==> src/rtl/fetch_sequencer.sv <==
// fetch_sequencer: owns the IF-stage PC and sequences variable-latency imem fetches.
// Optional build macro FETCH_ALIGN_CHECK_EN traps misaligned redirect targets.
module fetch_sequencer #(
    parameter logic [31:0] RESET_PC = 32'h0000_0000
) (
    input  logic        clk,
    input  logic        reset,
    input  logic        hazard,
    input  logic        branchTaken,
    input  logic [31:0] pcBranch,
    input  logic        jump,
    input  logic [31:0] pcJump,
    output logic        imemReq,
    output logic [31:0] imemAddr,
    input  logic        imemReady,
    input  logic        imemValid,
    input  logic [31:0] imemData,
    output logic [31:0] instruction,
    output logic [31:0] pc4Output,
    output logic        instrValid,
    output logic        flush,
    output logic        alignError
);

    typedef enum logic [1:0] {
        ISSUE = 2'd0,
        WAIT  = 2'd1,
        HOLD  = 2'd2
    } state_t;

    state_t      state_q, state_d;
    logic [31:0] pc_q, pc_d;
    logic        discard_q, discard_d;
    logic [31:0] skid_q, skid_d;
    logic [31:0] instr_q, instr_d;
    logic [31:0] pc4_q, pc4_d;
    logic        valid_q, valid_d;
    logic        flush_q, flush_d;
    logic        align_q, align_d;

    logic        redirect;
    logic [31:0] target;
    logic [31:0] pc_plus4;
    logic        accept;
    logic        outstanding;
    logic        misalign;

    assign redirect = jump | branchTaken;
    assign target   = jump ? pcJump : pcBranch;
    assign pc_plus4 = pc_q + 32'd4;
    assign accept   = imemReq & imemReady;

    // A request is still owed a response unless it is being answered this cycle.
    assign outstanding = accept | ((state_q == WAIT) & ~imemValid);

`ifdef FETCH_ALIGN_CHECK_EN
    assign misalign = redirect & (target[1:0] != 2'b00);
`else
    assign misalign = 1'b0;
`endif

    // State register: FSM, PC, skid buffer and IF/ID output registers.
    always_ff @(posedge clk) begin
        if (reset) begin
            state_q   <= ISSUE;
            pc_q      <= RESET_PC;
            discard_q <= 1'b0;
            skid_q    <= 32'd0;
            instr_q   <= 32'd0;
            pc4_q     <= 32'd0;
            valid_q   <= 1'b0;
            flush_q   <= 1'b0;
            align_q   <= 1'b0;
        end else begin
            state_q   <= state_d;
            pc_q      <= pc_d;
            discard_q <= discard_d;
            skid_q    <= skid_d;
            instr_q   <= instr_d;
            pc4_q     <= pc4_d;
            valid_q   <= valid_d;
            flush_q   <= flush_d;
            align_q   <= align_d;
        end
    end

    // Next-state logic: fetch sequencing, then redirect and freeze overrides.
    always_comb begin
        state_d   = state_q;
        pc_d      = pc_q;
        discard_d = discard_q;
        skid_d    = skid_q;
        instr_d   = instr_q;
        pc4_d     = pc4_q;
        valid_d   = hazard ? valid_q : 1'b0;
        flush_d   = 1'b0;
        align_d   = align_q;

        unique case (state_q)
            ISSUE: begin
                if (accept) begin
                    state_d   = WAIT;
                    discard_d = 1'b0;
                end
            end
            WAIT: begin
                if (imemValid) begin
                    if (discard_q) begin
                        discard_d = 1'b0;
                        state_d   = ISSUE;
                    end else if (!hazard) begin
                        instr_d = imemData;
                        pc4_d   = pc_plus4;
                        valid_d = 1'b1;
                        pc_d    = pc_plus4;
                        state_d = ISSUE;
                    end else begin
                        skid_d  = imemData;
                        pc_d    = pc_plus4;
                        state_d = HOLD;
                    end
                end
            end
            HOLD: begin
                // PC already advanced at skid time, so it is the held word's PC+4.
                if (!hazard) begin
                    instr_d = skid_q;
                    pc4_d   = pc_q;
                    valid_d = 1'b1;
                    state_d = ISSUE;
                end
            end
            default: begin
                state_d = ISSUE;
            end
        endcase

        if (redirect) begin
            pc_d    = target;
            instr_d = instr_q;
            pc4_d   = pc4_q;
            valid_d = 1'b0;
            flush_d = 1'b1;
            if (outstanding) begin
                state_d   = WAIT;
                discard_d = 1'b1;
            end else begin
                state_d   = ISSUE;
                discard_d = 1'b0;
            end
        end

        // A misaligned target parks the sequencer until reset.
        if (misalign) begin
            align_d = 1'b1;
        end
        if (misalign || align_q) begin
            state_d   = ISSUE;
            discard_d = 1'b0;
            valid_d   = 1'b0;
        end
    end

    // Output logic: request while issuing (unless parked), registered IF/ID bundle.
    always_comb begin
        imemReq     = (state_q == ISSUE) & ~align_q;
        imemAddr    = pc_q;
        instruction = instr_q;
        pc4Output   = pc4_q;
        instrValid  = valid_q;
        flush       = flush_q;
        alignError  = align_q;
    end

endmodule

==> config.mk <==
export PLATFORM = sky130hd
export DESIGN_NAME = fetch_sequencer
export DESIGN_NICKNAME = d
export VERILOG_FILES = /design/src/rtl/fetch_sequencer.sv
export SDC_FILE = /design/constraint.sdc
export NUM_CORES = 1
export LEC_CHECK = 0
export ABC_AREA = 1
export BUFFER_PORTS_ARGS = -buffer_cell sky130_fd_sc_hd__buf_2
export CORE_ASPECT_RATIO = 1.4
export CORE_MARGIN = 5
export CORE_UTILIZATION = 52
export CTS_BUF_LIST = sky130_fd_sc_hd__clkbuf_16
export CTS_CLUSTER_SIZE = 12
export DETAILED_ROUTE_END_ITERATION = 8
export MAX_ROUTING_LAYER = met4
export PLACE_DENSITY = 0.81
export SYNTH_ARGS = -nofsm -noshare
export SYNTH_HDL_FRONTEND = slang
export SYNTH_SLANG_ARGS = --single-unit
==> constraint.sdc <==
create_clock -name clk -period 2.1 [get_ports clk]
set_clock_uncertainty 0.05 [all_clocks]
set_input_delay 0 -clock clk [delete_from_list [all_inputs] [get_ports clk]]
set_output_delay 0 -clock clk [all_outputs]
set_load 0.02 [all_outputs]
==> results.md, run 1 <==
- The mean area per synthesized cell is 6.75 µm².
- The final worst hold slack is -0.00298 ns.
- The via count is between 7,000 and 8,000.
- Walking the worst path, the cells encountered are inv_1 > ha_1 > nand2_1 > nand2_1 > nor3_2 > nand2_2 > inv_2 > buf_6 > o21ai_0 > a21oi_1.
- The count of cell types in the netlist is 35.
- The met2 routing resource usage after global routing is 54.8%.
- The via count of the first global-routing pass is 7,753.
- The HPWL after detailed placement is roughly 15,000 µm.
- In the final layout, flip-flops and latches occupy 2660 µm².
- Pin placement for this block handled slightly above 200 I/O pins.
- In this run, synthesis inferred 0 flip-flops with an integrated enable.
- The global-route wire length before repair is around 38,000 µm.
- The clock net in this run drives a total of around 130 sinks.
- The fmax is approximately 520 MHz.
- Clock-pin slew was measured on the worst setup and hold paths at about 0.060 ns.
- The first detailed-routing pass took 5 iterations.
- After detailed routing, the number of remaining DRC violations is 0.
- The most frequent cell on the critical path is nand2_1.
- Setup violations remaining at the end of the flow were counted as 0.
- Setup repair after global routing left no endpoint under its margin.
- In this run the deepest clock path goes through 2 buffers.
- The startpoint of the worst register-to-register path is state_q[1]$_SDFFE_PP0P_.
- At the end of routability-driven placement, the weighted congestion stood at ~1.0.
- At the pin with the least slew margin, the transition time is roughly 0.76 ns.
- The clock tree root buffer cell is clkbuf_16.
- In the final layout, the multi-input gates occupy around 3400 µm².
- Entering global routing, the biggest net connects slightly below 70 pins.
- The Yosys step of the flow raised 0 warnings.
- The initial antenna violation count is 1.
- The later pin in the worst-skew pair is clocked with a latency of ~0.41 ns.
- The flow ran to the end, but the final reports show violations.
- The tool flagged a number of max-cap violations equal to 0.
- By startpoint and endpoint, the worst setup path is classified as flip-flop to flip-flop.
- The cell count of the worst reg-to-reg path is 10.
- The flop and latch count out of synthesis is about 130.
- For this run, the leading register cell type out of synthesis is dfxtp_1.
- The floorplan step set the die height to between 100 and 150 µm.
- The number of hold violations in the final report is 1.
- The number of placement rows is between 40 and 50.
- The final critical path takes up roughly nine tenths of the cycle.
- For this block, the routed nets add up to around 23,000 µm of wire.
- On the worst path, the slowest cell contributes a delay of 0.33 ns.
- The launch point of the critical path is state_q[1]$_SDFFE_PP0P_.
- The path class of the tightest hold or removal check is primary input to flip-flop.
- For the finished layout, the period the worst path requires is 1.92 ns.
- Setup total negative slack on the finished layout was measured at 0 ns.
- The worst slew margin relative to its limit is about 50%.
- Post-CTS timing repair inserted 0 buffers for setup.
- The synthesis-to-finish area growth is 40.2%.
- The final reports fail on hold timing.
- The initial utilization of the core area, before any placement, comes to a little over half.
- STA classifies the critical path endpoint as a flip-flop.
- Summed over all cells, the static leakage comes to ~4.5 nW.
- Across all register-to-register paths, the minimum setup slack is 0.18 ns.
- The arrival time reported for the critical path endpoint is between 2 and 2.5 ns.
- With fillers left out, the area of the finished cells amounts to ~9000 µm².
- The most critical setup path has its endpoint at pc4Output[0]$_SDFFE_PP0P_.
- The total track usage is just over 30%.
- The final antenna-violating net count is 0.
- The H-tree generated during clock tree synthesis spans 4 levels.
- The instance area after placement is 7740 µm².
- For this run the aggregate overflow at the end of global routing stands at 0.
- The part of the Yosys area used for sequential elements is 40.3%.
- Cells with a size suffix above 1 make up around 22% of the layout.
- The end of the worst register-to-register path is pc4Output[0]$_SDFFE_PP0P_.
- The areal power density over the cells is approximately 760 nW/µm².
- The worst setup path is launched from a flip-flop.
- After detailed routing, the average wire length per cell comes to between 15 and 20 µm.
- The die outline area is 15,100 µm².
- The total clock buffers created by CTS is 17.
- The max-slew violation count is 0.
- Across the VDD grid, the largest voltage drop is between 0.5 and 0.6 mV.
- For the worst setup path, the data required time is ~2.4 ns.
- The met1 routing resource usage after global routing is 33.4%.
- The die is 105 µm wide.
- The post-layout net count is 1,358.
- On the critical path, the stage with the largest delay is an instance of dfxtp_1.
- The mapped cell area is around 6600 µm².
- TritonCTS built the clock tree.
- Synthesis produced a netlist whose cell count is ~1,000.
- The final-layout fill cell count is between 900 and 1,000.
- After detailed routing, the number of vias per cell comes to ~5.5.
- The number of DRC violations after detailed-routing iteration 0 is between 400 and 500.
- The global routing stage identified its most utilized layer as met2.
- In the global route stage, met3 resource usage came out at approximately 6.7%.
- The floorplan step defined a core boundary enclosing roughly 12,000 µm².
- The number of nets handed over by synthesis was approximately 1,100.
- Of all nets on the critical path, the largest fanout is 26.
- The total of buffers placed on input and output ports is around 200.
- Of all flip-flops after synthesis, the portion carrying an async set or reset was 0%.
## critical path: cells and delay by family, from the launching register on
kind / cells / cell delay [ns]
AO/OA/AOI/OAI: 2 / 0.30
AND/OR/NAND/NOR: 4 / 0.44
buffers and inverters: 3 / 0.45
adder cells (fa/ha/maj): 1 / 0.26
flip-flops: 1 / 0.33
## layout make-up
cell class	count	share of cell area (%)
antenna	1	0.0270
clock buffer	17	4.60
clock inverter	15	1.81
inverter	80	3.24
multi-input combinational	701	36.4
sequential	133	28.8
tap	150	2.03
timing repair buffer	317	23.1
## per-layer routing
layer | vias to the layer above | routed length [µm]
met5 | - | 0
met3 | 76 | 1830
li1 | 3781 | -
met4 | 0 | 1010
met2 | 356 | 11900
met1 | 3540 | 8350
## placed cells by master (no fill, tap or decap), types with 3 or more instances in the layout
master,instances
o21bai_1,7
o21ai_0,75
o22ai_1,7
clkbuf_16,17
o32ai_1,3
buf_2,201
o211ai_1,8
nor2_1,118
inv_6,7
o221ai_1,14
dlygate4sd3_1,91
dfxtp_1,133
o21ai_1,40
nand3_1,38
nand2_1,231
ha_1,4
a31oi_1,36
or2_2,12
inv_2,4
a21oi_1,80
inv_1,75
clkinvlp_4,3
buf_4,21
xor2_1,13
## report_power, final
group	internal [W]	total, W	switching (W)
clock	0.00178	0.00300	0.00122
sequential	0.00267	0.00281	0.000140
combinational	0.000511	0.00121	0.000703
## repair_timing
action | 4_1_cts | 5_1_grt
setup endpoints to repair | 0 | 2
resized for setup | 0 | 3
hold buffers | 91 | 0
hold endpoints to repair | 97 | 0
## sequential cells by signal, indices dropped and copies added (netlist names)
signal and cells:
instrValid 1, imemAddr 32, discard_q 1, instruction 32
state_q 2, flush 1, skid_q 32, pc4Output 32
## per-stage QoR
stage / cells / utilization (%) / worst slack, ns / power (W)
floorplan: 978 / - / 0.327 / 0.00349
global route: 1414 / 74.8 / 0.000226 / 0.00729
global placement: 1290 / 62.5 / 0.238 / 0.00388
CTS: 1413 / 74.7 / 0.161 / 0.00702
detailed placement: 1290 / 62.5 / 0.191 / 0.00390
finish: 1414 / 74.8 / 0.182 / 0.00703
## synth_stat cells, types with 2 or more instances
cell type,count,area (µm²)
o211ai_1,8,60.1
nand3_1,38,190
o32ai_1,3,26.3
buf_2,7,35.0
xnor2_1,2,17.5
a21oi_1,80,400
inv_1,77,289
a31oi_1,36,225
or2_2,12,75.1
ha_1,5,62.6
o21bai_1,7,52.6
nand2_1,231,867
buf_1,5,18.8
o21ai_1,40,200
o22ai_1,7,43.8
xor2_1,13,114
o221ai_1,14,123
inv_2,2,7.51
nor2_1,119,447
dfxtp_1,133,2660
o21ai_0,75,375
clkbuf_1,45,169
buf_4,7,52.6
## worst min path at each step
stage,from,to,slack [ns],cells after the start
finish,pcBranch[23],imemAddr[23]$_SDFFE_PP0P_,-0.003,5
global route,pcBranch[23],imemAddr[23]$_SDFFE_PP0P_,0.04,5
CTS,pcBranch[23],imemAddr[23]$_SDFFE_PP0P_,0.0009,5
detailed placement,imemData[11],skid_q[11]$_SDFFE_PP0P_,0.20,3
global placement,imemData[16],skid_q[16]$_SDFFE_PP0P_,0.19,3
floorplan,imemData[0],skid_q[0]$_SDFFE_PP0P_,0.08,2
## logic make-up (layout without fill, tap and decap cells)
family	count (synthesis)	in the layout	share of synthesized area (%)
buffers and inverters	144	429	8.72
DFF	133	133	40.3
adders and majority gates	5	5	0.948
AOI/OAI and AO/OA	273	273	23.2
and+or+nand+nor	406	406	24.6
muxes	1	1	0.152
other	1	2	0.0568
xor gates and xnor gates	15	15	1.99
(Power assumes the default switching activity.)
==> run 2: changes to the inputs <==
--- a/config.mk
+++ b/config.mk
@@ -7,14 +7,16 @@
 export LEC_CHECK = 0
 export ABC_AREA = 1
 export BUFFER_PORTS_ARGS = -buffer_cell sky130_fd_sc_hd__buf_2
+export CELL_PAD_IN_SITES_DETAIL_PLACEMENT = 1
+export CELL_PAD_IN_SITES_GLOBAL_PLACEMENT = 1
 export CORE_ASPECT_RATIO = 1.4
 export CORE_MARGIN = 5
-export CORE_UTILIZATION = 52
+export CORE_UTILIZATION = 36
 export CTS_BUF_LIST = sky130_fd_sc_hd__clkbuf_16
 export CTS_CLUSTER_SIZE = 12
 export DETAILED_ROUTE_END_ITERATION = 8
 export MAX_ROUTING_LAYER = met4
-export PLACE_DENSITY = 0.81
+export PLACE_DENSITY_LB_ADDON = 0.1
 export SYNTH_ARGS = -nofsm -noshare
 export SYNTH_HDL_FRONTEND = slang
 export SYNTH_SLANG_ARGS = --single-unit
==> run 2 against run 1 <==
Against the previous run:
- the flow now finishes without violations
- core utilization is 22 points lower
- critical path depth down 1
- register-to-register slack worse by 0.03 ns
- first-iteration DRC count down 15%
- non-clock buffer count rose by 9
- wire length rose by 14%
- cell area rose by 2.9%
- cell count is 6.9% higher
- count of clock-buffer cells in the layout unchanged
- via count decreased by 0.30%
- worst hold slack better by 0.021 ns
- critical path type is now primary input to flip-flop
- largest cell class unchanged
==> results.md, run 2 (synthesized netlist as in run 1, its figures left out) <==
- The run finished with clean final reports.
- The post-layout net count is 1,367 (+0.66%).
- The arrival time reported for the critical path endpoint is 2.29 ns (+0.08 ns).
- In the layout the commonest cells are 231 x nand2_1, 201 x buf_2, 133 x dfxtp_1.
- The final period demand of the worst path came to 1.98 ns (+0.0581 ns).
- The fraction of power consumed by combinational cells is 17.7% (+0.4 points).
- The global-route wire length before repair is 42,600 µm (+13%).
- In this run the critical register-to-register path is captured at pc4Output[10]$_SDFFE_PP0P_.
- Traced cell by cell, the critical path runs through dlygate4sd3_1 > buf_2 > nor2_4 > inv_2 > buf_4 > nor2_1 > inv_1 > o32ai_1 > dlygate4sd3_1.
- The number of cells after detailed placement is 1,385 (+7.4%).
- The cell count of the worst reg-to-reg path is 10 (unchanged).
- Counting stages on the worst path, the most repeated cell is dlygate4sd3_1.
- The placer congestion estimate is 0.865 (-13%).
- The area used by sequential logic in the layout is 2660 µm² (unchanged).
- The via count is 7,730 (-0.30%).
- In this run the critical register-to-register path is launched from state_q[1]$_SDFFE_PP0P_.
- The number of buffers on the longest clock path is 2 (unchanged).
- From synthesis to final layout, the design area changed by 44.3%.
- The internal power of the cells is 0.00491 W (-1.0%).
- The final setup violation count is 0 (unchanged).
- The remaining design rule violation count is 0 (unchanged).
- The worst path buffer plus inverter count came to 6 (+3).
- The number of top-level pins is 203 (unchanged).
- The overall overflow remaining after global route is 0 (unchanged).
- The clock tree root buffer cell is clkbuf_16.
- The total track usage was 25.6% (-5.6 points).
- Setup repair after global routing could not meet its margin everywhere.
- The post-route total power is 0.00714 W (+1.6%).
- The worst setup path is captured at a flip-flop.
- The total iterations of the first detailed-routing run is 4 (-1).
- The data required time of the worst path is 2.41 ns (+0.02 ns).
- The fraction of final layout cells sized beyond drive strength 1 came to 22.6% (+0.47 points).
- The delay of the slowest cell on the worst path is 0.61 ns (+0.28 ns).
- The final antenna-violating net count is 0 (unchanged).
- The highest net fanout along the worst path came to 11 (-58%).
- The number of maximum-capacitance constraint violations was 0 (unchanged).
- The cell family contributing the most delay on the critical path is buffers and inverters.
- The placeable core region came to 18,000 µm² (+45%).
- The library cell used most frequently in the layout, excluding fill and tap cells, is nand2_1.
- The total clock buffers created by CTS is 17 (unchanged).
- The slowest stage of the critical path is the dlygate4sd3_1 cell.
- The number of antenna repair diodes is 0 (-1).
- The initial antenna violation count is 0 (-1).
- The post-CTS setup buffer count is 0 (unchanged).
- The worst setup path is launched from a primary input.
- The total of buffers placed on input and output ports is 201 (unchanged).
- The worst hold path belongs to the class primary input to flip-flop.
- The die outline area is 21,200 µm² (+40%).
- The static power due to leakage came to 4.57 nW (+1.9%).
- The area of the multi-input gates was 3370 µm² (about the same).
- The maximum ir drop on the vdd rail came to 0.416 mV (-26%).
- The total length of routed wires is 26,500 µm (+14%).
- The hold path depth is 6 (+1).
- The fraction of power consumed by sequential logic was 39.3% (-0.7 points).
- The average detailed-routed wire length per instance came to 17.5 µm (+6.9%).
- The worst setup path is of the primary input to flip-flop kind.
- The number of hold violations in the final report is 0 (-1).
- The largest net degree at the start of global routing is 113 (+66%).
- The clock insertion delay at the later pin of the skew report was 0.43 ns (+0.02 ns).
- The final-layout fill cell count is 2,403 (+160%).
- The level count of the clock H-tree is 4 (unchanged).
- The number of clock sinks seen by CTS was 133 (unchanged).
- TritonCTS built the clock tree.
- The via count of the first global-routing pass is 8,056 (+3.9%).
- The areal power density over the cells is 749 nW/µm² (-1.3%).
- The max-slew violation count is 0 (unchanged).
- The switching power of the nets is 0.00222 W (+7.7%).
- The number of placement rows is 58 (+21%).
- The number of DRC violations after detailed-routing iteration 0 was 420 (-15%).
- The number of standard cells in the final layout excluding fillers is 1,512 (+6.9%).
- The switching power share of the total is 31.2% (+1.8 points).
- The per-cell via count in the routed design is 5.11 (-6.8%).
- The die height is 170 µm (+19%).
- For hold timing, the worst endpoint is imemAddr[11]$_SDFFE_PP0P_.
- The final standard cell utilization of the core was 52.9% (-22 points).
- The HPWL after detailed placement is 17,100 µm (+15%).
- The clock slew at the register clock pins of the worst setup and hold paths is 0.06 ns (about the same).
- The post-route clock period utilization is 94.1% (+2.8 points).
- The hold path startpoint is pcBranch[11].
- The die extent in x is 124 µm (+18%).
- The clock power share is 43.0% (+0.3 points).
- The slack of the worst reg-to-reg path is 0.15 ns (-0.03 ns).
- The initial core utilization came to 36.7% (-17 points).
- The fmax is 506 MHz (-2.9%).
[run 2: layer usage]
metal / routed length, µm / vias up / global-route usage, % / part of all wire [%]
met4: 801 / 0 / 9.44 / 3.0
met1: 10500 / 3680 / 28.0 / 40
met2: 13900 / 201 / 45.7 / 53
li1: - / 3799 / - / -
met5: 0 / - / - / 0
met3: 1230 / 50 / 5.37 / 4.6
[run 2: worst max-delay path by stage]
stage	startpoint	endpoint	slack [ns]	cells past startpoint
after CTS	state_q[1]$_SDFFE_PP0P_	pc4Output[10]$_SDFFE_PP0P_	0.05	10
after detailed placement	state_q[1]$_SDFFE_PP0P_	pc4Output[18]$_SDFFE_PP0P_	0.16	10
after global placement	imemAddr[3]$_SDFFE_PP0P_	imemAddr[14]$_SDFFE_PP0P_	0.21	10
after global routing	state_q[1]$_SDFFE_PP0P_	skid_q[12]$_SDFFE_PP0P_	-0.0005	8
after floorplan	state_q[0]$_SDFFE_PP0P_	instruction[20]$_SDFFE_PP0P_	0.33	12
final	branchTaken	imemAddr[2]$_SDFFE_PP0P_	0.12	9
[run 2: worst register-to-register path, stage by stage, from the launching register on]
cell,delay (ns)
dfxtp_1,0.34
inv_1,0.09
ha_1,0.27
nand2_1,0.15
nand2_1,0.07
nor3_2,0.15
nand2_2,0.10
inv_4,0.12
buf_8,0.21
o21ai_1,0.10
a21oi_1,0.19
[run 2: repair_timing]
item                                   4_1_cts  5_1_grt
endpoints found under the hold margin       96        0
setup endpoints to repair                    0       31
resized for setup                            0        7
hold buffers                                94        0
[run 2: final cells by class]
cell class,count,share of cell area (%)
well taps,240,3.15
clock inverters,15,1.84
repair buffers,326,24.0
flip-flops and latches,133,27.9
inverters,80,3.18
multi-input cells,701,35.4
clock buffers,17,4.46
[run 2: per-stage QoR]
stage	TNS [ns]	setup WS (ns)	cell area [µm²]	hold slack, ns
6_report	0	0.124	9530	0.0176
5_1_grt	-0.000691	-0.000453	9530	0.0255
4_1_cts	0	0.0530	9480	0.000308
3_5_place_dp	0	0.159	7940	0.196
3_3_place_gp	0	0.207	7940	0.189
2_1_floorplan	0	0.327	6600	0.0849
[run 2: power by group through the flow]
stage / Clock [W] / Sequential, W / Combinational, W
5_1_grt: 0.00325 / 0.00283 / 0.00139
3_3_place_gp: 0 / 0.00286 / 0.00108
2_1_floorplan: 0 / 0.00298 / 0.000511
3_5_place_dp: 0 / 0.00286 / 0.00109
6_report: 0.00307 / 0.00281 / 0.00126
4_1_cts: 0.00314 / 0.00281 / 0.00125
==> run 3: changes to the inputs <==
--- a/config.mk
+++ b/config.mk
@@ -7,7 +7,7 @@
 export LEC_CHECK = 0
 export ABC_AREA = 1
 export BUFFER_PORTS_ARGS = -buffer_cell sky130_fd_sc_hd__buf_2
-export CELL_PAD_IN_SITES_DETAIL_PLACEMENT = 1
+export CELL_PAD_IN_SITES_DETAIL_PLACEMENT = 0
 export CELL_PAD_IN_SITES_GLOBAL_PLACEMENT = 1
 export CORE_ASPECT_RATIO = 1.4
 export CORE_MARGIN = 5
==> run 3 against run 2 <==
Against the previous run:
- cell count about the same
- combinational power about the same
- first-iteration DRC count down 8.1%
- sequential power about the same
- worst hold slack better by 0.0022 ns
- global-route usage down 2.1 points
- sequential cell count unchanged
- fmax up 1.9%
- core utilization down 0.15 points
- via count down 3.9%
- die area unchanged
- wire length down 8.3%
- largest cell class unchanged
- highest routed layer unchanged
==> results.md, run 3 (synthesized netlist as in run 1, its figures left out) <==
- The slack of the worst reg-to-reg path came to 0.18 ns (+0.03 ns).
- The switching power of the nets is 0.00209 W (-6.0%).
- The transition at the pin with the smallest max-transition slack is roughly 0.52 ns.
- The die height was 170 µm (unchanged).
- The total length of routed wires is 24,200 µm (-8.3%).
- The post-route clock period utilization came to 92.4% (-1.7 points).
- The max-slew violation count was 0 (unchanged).
- The leading cell type in the layout, fill and taps excluded is nand2_1.
- The number of maximum-capacitance constraint violations is 0 (unchanged).
- The endpoint of the worst hold path is imemAddr[25]$_SDFFE_PP0P_.
- The fmax is 516 MHz (+1.9%).
- The clock insertion delay at the later pin of the skew report is 0.42 ns (about the same).
- The per-cell via count in the routed design is 4.91 (-4.0%).
- The static power due to leakage was 4.55 nW (-0.39%).
- The total of buffers placed on input and output ports is 201 (unchanged).
- The overall overflow remaining after global route is 0 (unchanged).
- The total clock buffers created by CTS is 17 (unchanged).
- The fraction of power consumed by combinational cells was 17.4% (-0.3 points).
- The die outline area is 21,200 µm² (unchanged).
- The number of top-level pins is 203 (unchanged).
- In this run the critical register-to-register path is captured at pc4Output[19]$_SDFFE_PP0P_.
- The level count of the clock H-tree is 4 (unchanged).
- The global-route wire length before repair was 38,800 µm (-8.8%).
- The number of hold violations in the final report is 0 (unchanged).
- The number of DRC violations after detailed-routing iteration 0 was 386 (-8.1%).
- The total iterations of the first detailed-routing run is 5 (+1).
- The placeable core region is 18,000 µm² (unchanged).
- The die extent in x is 124 µm (unchanged).
- The worst setup path is launched from a primary input.
- TritonCTS built the clock tree.
- The endpoint class of the critical path is a flip-flop.
- The number of cells after detailed placement was 1,385 (unchanged).
- The via count of the first global-routing pass came to 7,298 (-9.4%).
- The clock tree root buffer cell is clkbuf_16.
- The post-layout net count was 1,368 (+0.073%).
- The number of standard cells in the final layout excluding fillers is 1,513 (+0.066%).
- The fraction of final layout cells sized beyond drive strength 1 is 22.5% (-0.096 points).
- Setup repair after global routing left no endpoint under its margin.
- The total negative slack for setup checks came to 0 ns (unchanged).
- The arrival time reported for the critical path endpoint is 2.25 ns (-0.04 ns).
- The worst slew margin relative to its limit is 65.1%.
- In this run the most critical hold path is launched from reset.
- The number of antenna repair diodes is 0 (unchanged).
- The number of placement rows is 58 (unchanged).
- In the layout the commonest cells are 230 x nand2_1, 201 x buf_2, 133 x dfxtp_1.
- The data required time of the worst path came to 2.41 ns (about the same).
- The highest net fanout along the worst path is 11 (unchanged).
- The remaining design rule violation count is 0 (unchanged).
- The number of clock sinks seen by CTS was 133 (unchanged).
- The via count is 7,428 (-3.9%).
- The clock slew at the register clock pins of the worst setup and hold paths was 0.07 ns (about the same).
- The final period demand of the worst path is 1.94 ns (-0.0367 ns).
- The initial antenna violation count is 0 (unchanged).
- The cell count of the worst reg-to-reg path was 10 (unchanged).
- The maximum ir drop on the vdd rail is 0.458 mV (+9.9%).
- The class of the most critical setup path is primary input to flip-flop.
- The placer congestion estimate is 0.865 (unchanged).
- The areal power density over the cells was 744 nW/µm² (-0.64%).
- The initial core utilization came to 36.7% (unchanged).
- The tightest min-delay check is of the primary input to flip-flop type.
- The synthesis-to-finish area growth is 43.9%.
- The HPWL after detailed placement is 16,100 µm (-6.2%).
- The hold path depth was 3 (-3).
- The clock power share came to 42.9% (about the same).
- The fraction of power consumed by sequential logic is 39.7% (+0.4 points).
- The flow ran to the end, and the final reports show no timing, DRC or antenna violations.
- The final setup violation count is 0 (unchanged).
- In this run the critical register-to-register path is launched from state_q[1]$_SDFFE_PP0P_.
- The number of buffers on the longest clock path was 2 (unchanged).
- The switching power share of the total was 29.6% (-1.6 points).
- The average detailed-routed wire length per instance is 16.0 µm (-8.4%).
- The internal power of the cells is 0.00498 W (+1.4%).
- The largest net degree at the start of global routing is 113 (unchanged).
- The post-CTS setup buffer count is 0 (unchanged).
- The final antenna-violating net count was 0 (unchanged).
- The total track usage is 23.5% (-2.1 points).
run 3: changes by cell type in the layout (fill, tap and decap cells not counted), sizes merged:
cell,previous run,this run
clkinvlp,0,2
bufinv,1,2
inv,91,86
clkbuf,18,17
dlygate4sd3,94,96
clkinv,3,5
run 3: how the worst max path moves through the flow:
stage | slack (ns) | start | to
6_report | 0.16 | branchTaken | imemAddr[2]$_SDFFE_PP0P_
5_1_grt | 0.0004 | imemAddr[3]$_SDFFE_PP0P_ | imemAddr[18]$_SDFFE_PP0P_
4_1_cts | 0.16 | branchTaken | imemAddr[2]$_SDFFE_PP0P_
3_5_place_dp | 0.19 | imemAddr[3]$_SDFFE_PP0P_ | imemAddr[14]$_SDFFE_PP0P_
3_3_place_gp | 0.21 | imemAddr[3]$_SDFFE_PP0P_ | imemAddr[14]$_SDFFE_PP0P_
2_1_floorplan | 0.33 | state_q[0]$_SDFFE_PP0P_ | instruction[20]$_SDFFE_PP0P_
run 3: critical path, stage by stage:
cell and delay, ns:
dlygate4sd3_1 0.54, buf_2 0.15, nor2_4 0.20, inv_2 0.06
buf_4 0.19, nor2_1 0.21, inv_1 0.11, o32ai_1 0.17
dlygate4sd3_1 0.61
run 3: stage by stage:
| step | util [%] | setup WS [ns] | total power [W] | cell area (µm²) | hold WS [ns] |
|---|---|---|---|---|---|
| after floorplan | - | 0.327 | 0.00349 | 6600 | 0.0849 |
| after global placement | 44.1 | 0.207 | 0.00394 | 7940 | 0.189 |
| after detailed placement | 44.1 | 0.188 | 0.00394 | 7940 | 0.195 |
| after CTS | 52.7 | 0.157 | 0.00716 | 9490 | 0.000732 |
| after global routing | 52.8 | 0.000363 | 0.00741 | 9500 | 0.0210 |
| final | 52.8 | 0.160 | 0.00707 | 9500 | 0.0198 |
run 3: power by group through the flow:
stage | Sequential (W) | Clock, W | Combinational (W)
6_report | 0.00280 | 0.00304 | 0.00123
5_1_grt | 0.00283 | 0.00322 | 0.00136
4_1_cts | 0.00280 | 0.00312 | 0.00124
3_5_place_dp | 0.00286 | 0 | 0.00108
3_3_place_gp | 0.00286 | 0 | 0.00108
2_1_floorplan | 0.00298 | 0 | 0.000511
run 3: timing repair:
| action | CTS | global route |
|---|---|---|
| hold buffers | 96 | 0 |
| setup endpoints to repair | 0 | 6 |
| resized for setup | 0 | 3 |
| endpoints found under the hold margin | 97 | 0 |
run 3: final cells by class:
type                       count  area [µm²]
fill                        1892        8500
multi-input combinational    701        3370
sequential                   133        2660
timing repair buffer         327        2270
clock buffer                  17         425
inverter                      80         300
tap                          240         300
clock inverter                15         169
run 3: per-layer routing:
layer,GRT usage (%),wire [µm],up-vias
met1,26.6,10000,3397
met4,8.92,646,0
met5,-,0,-
met2,40.9,12500,178
met3,4.90,1070,39
li1,-,-,3814
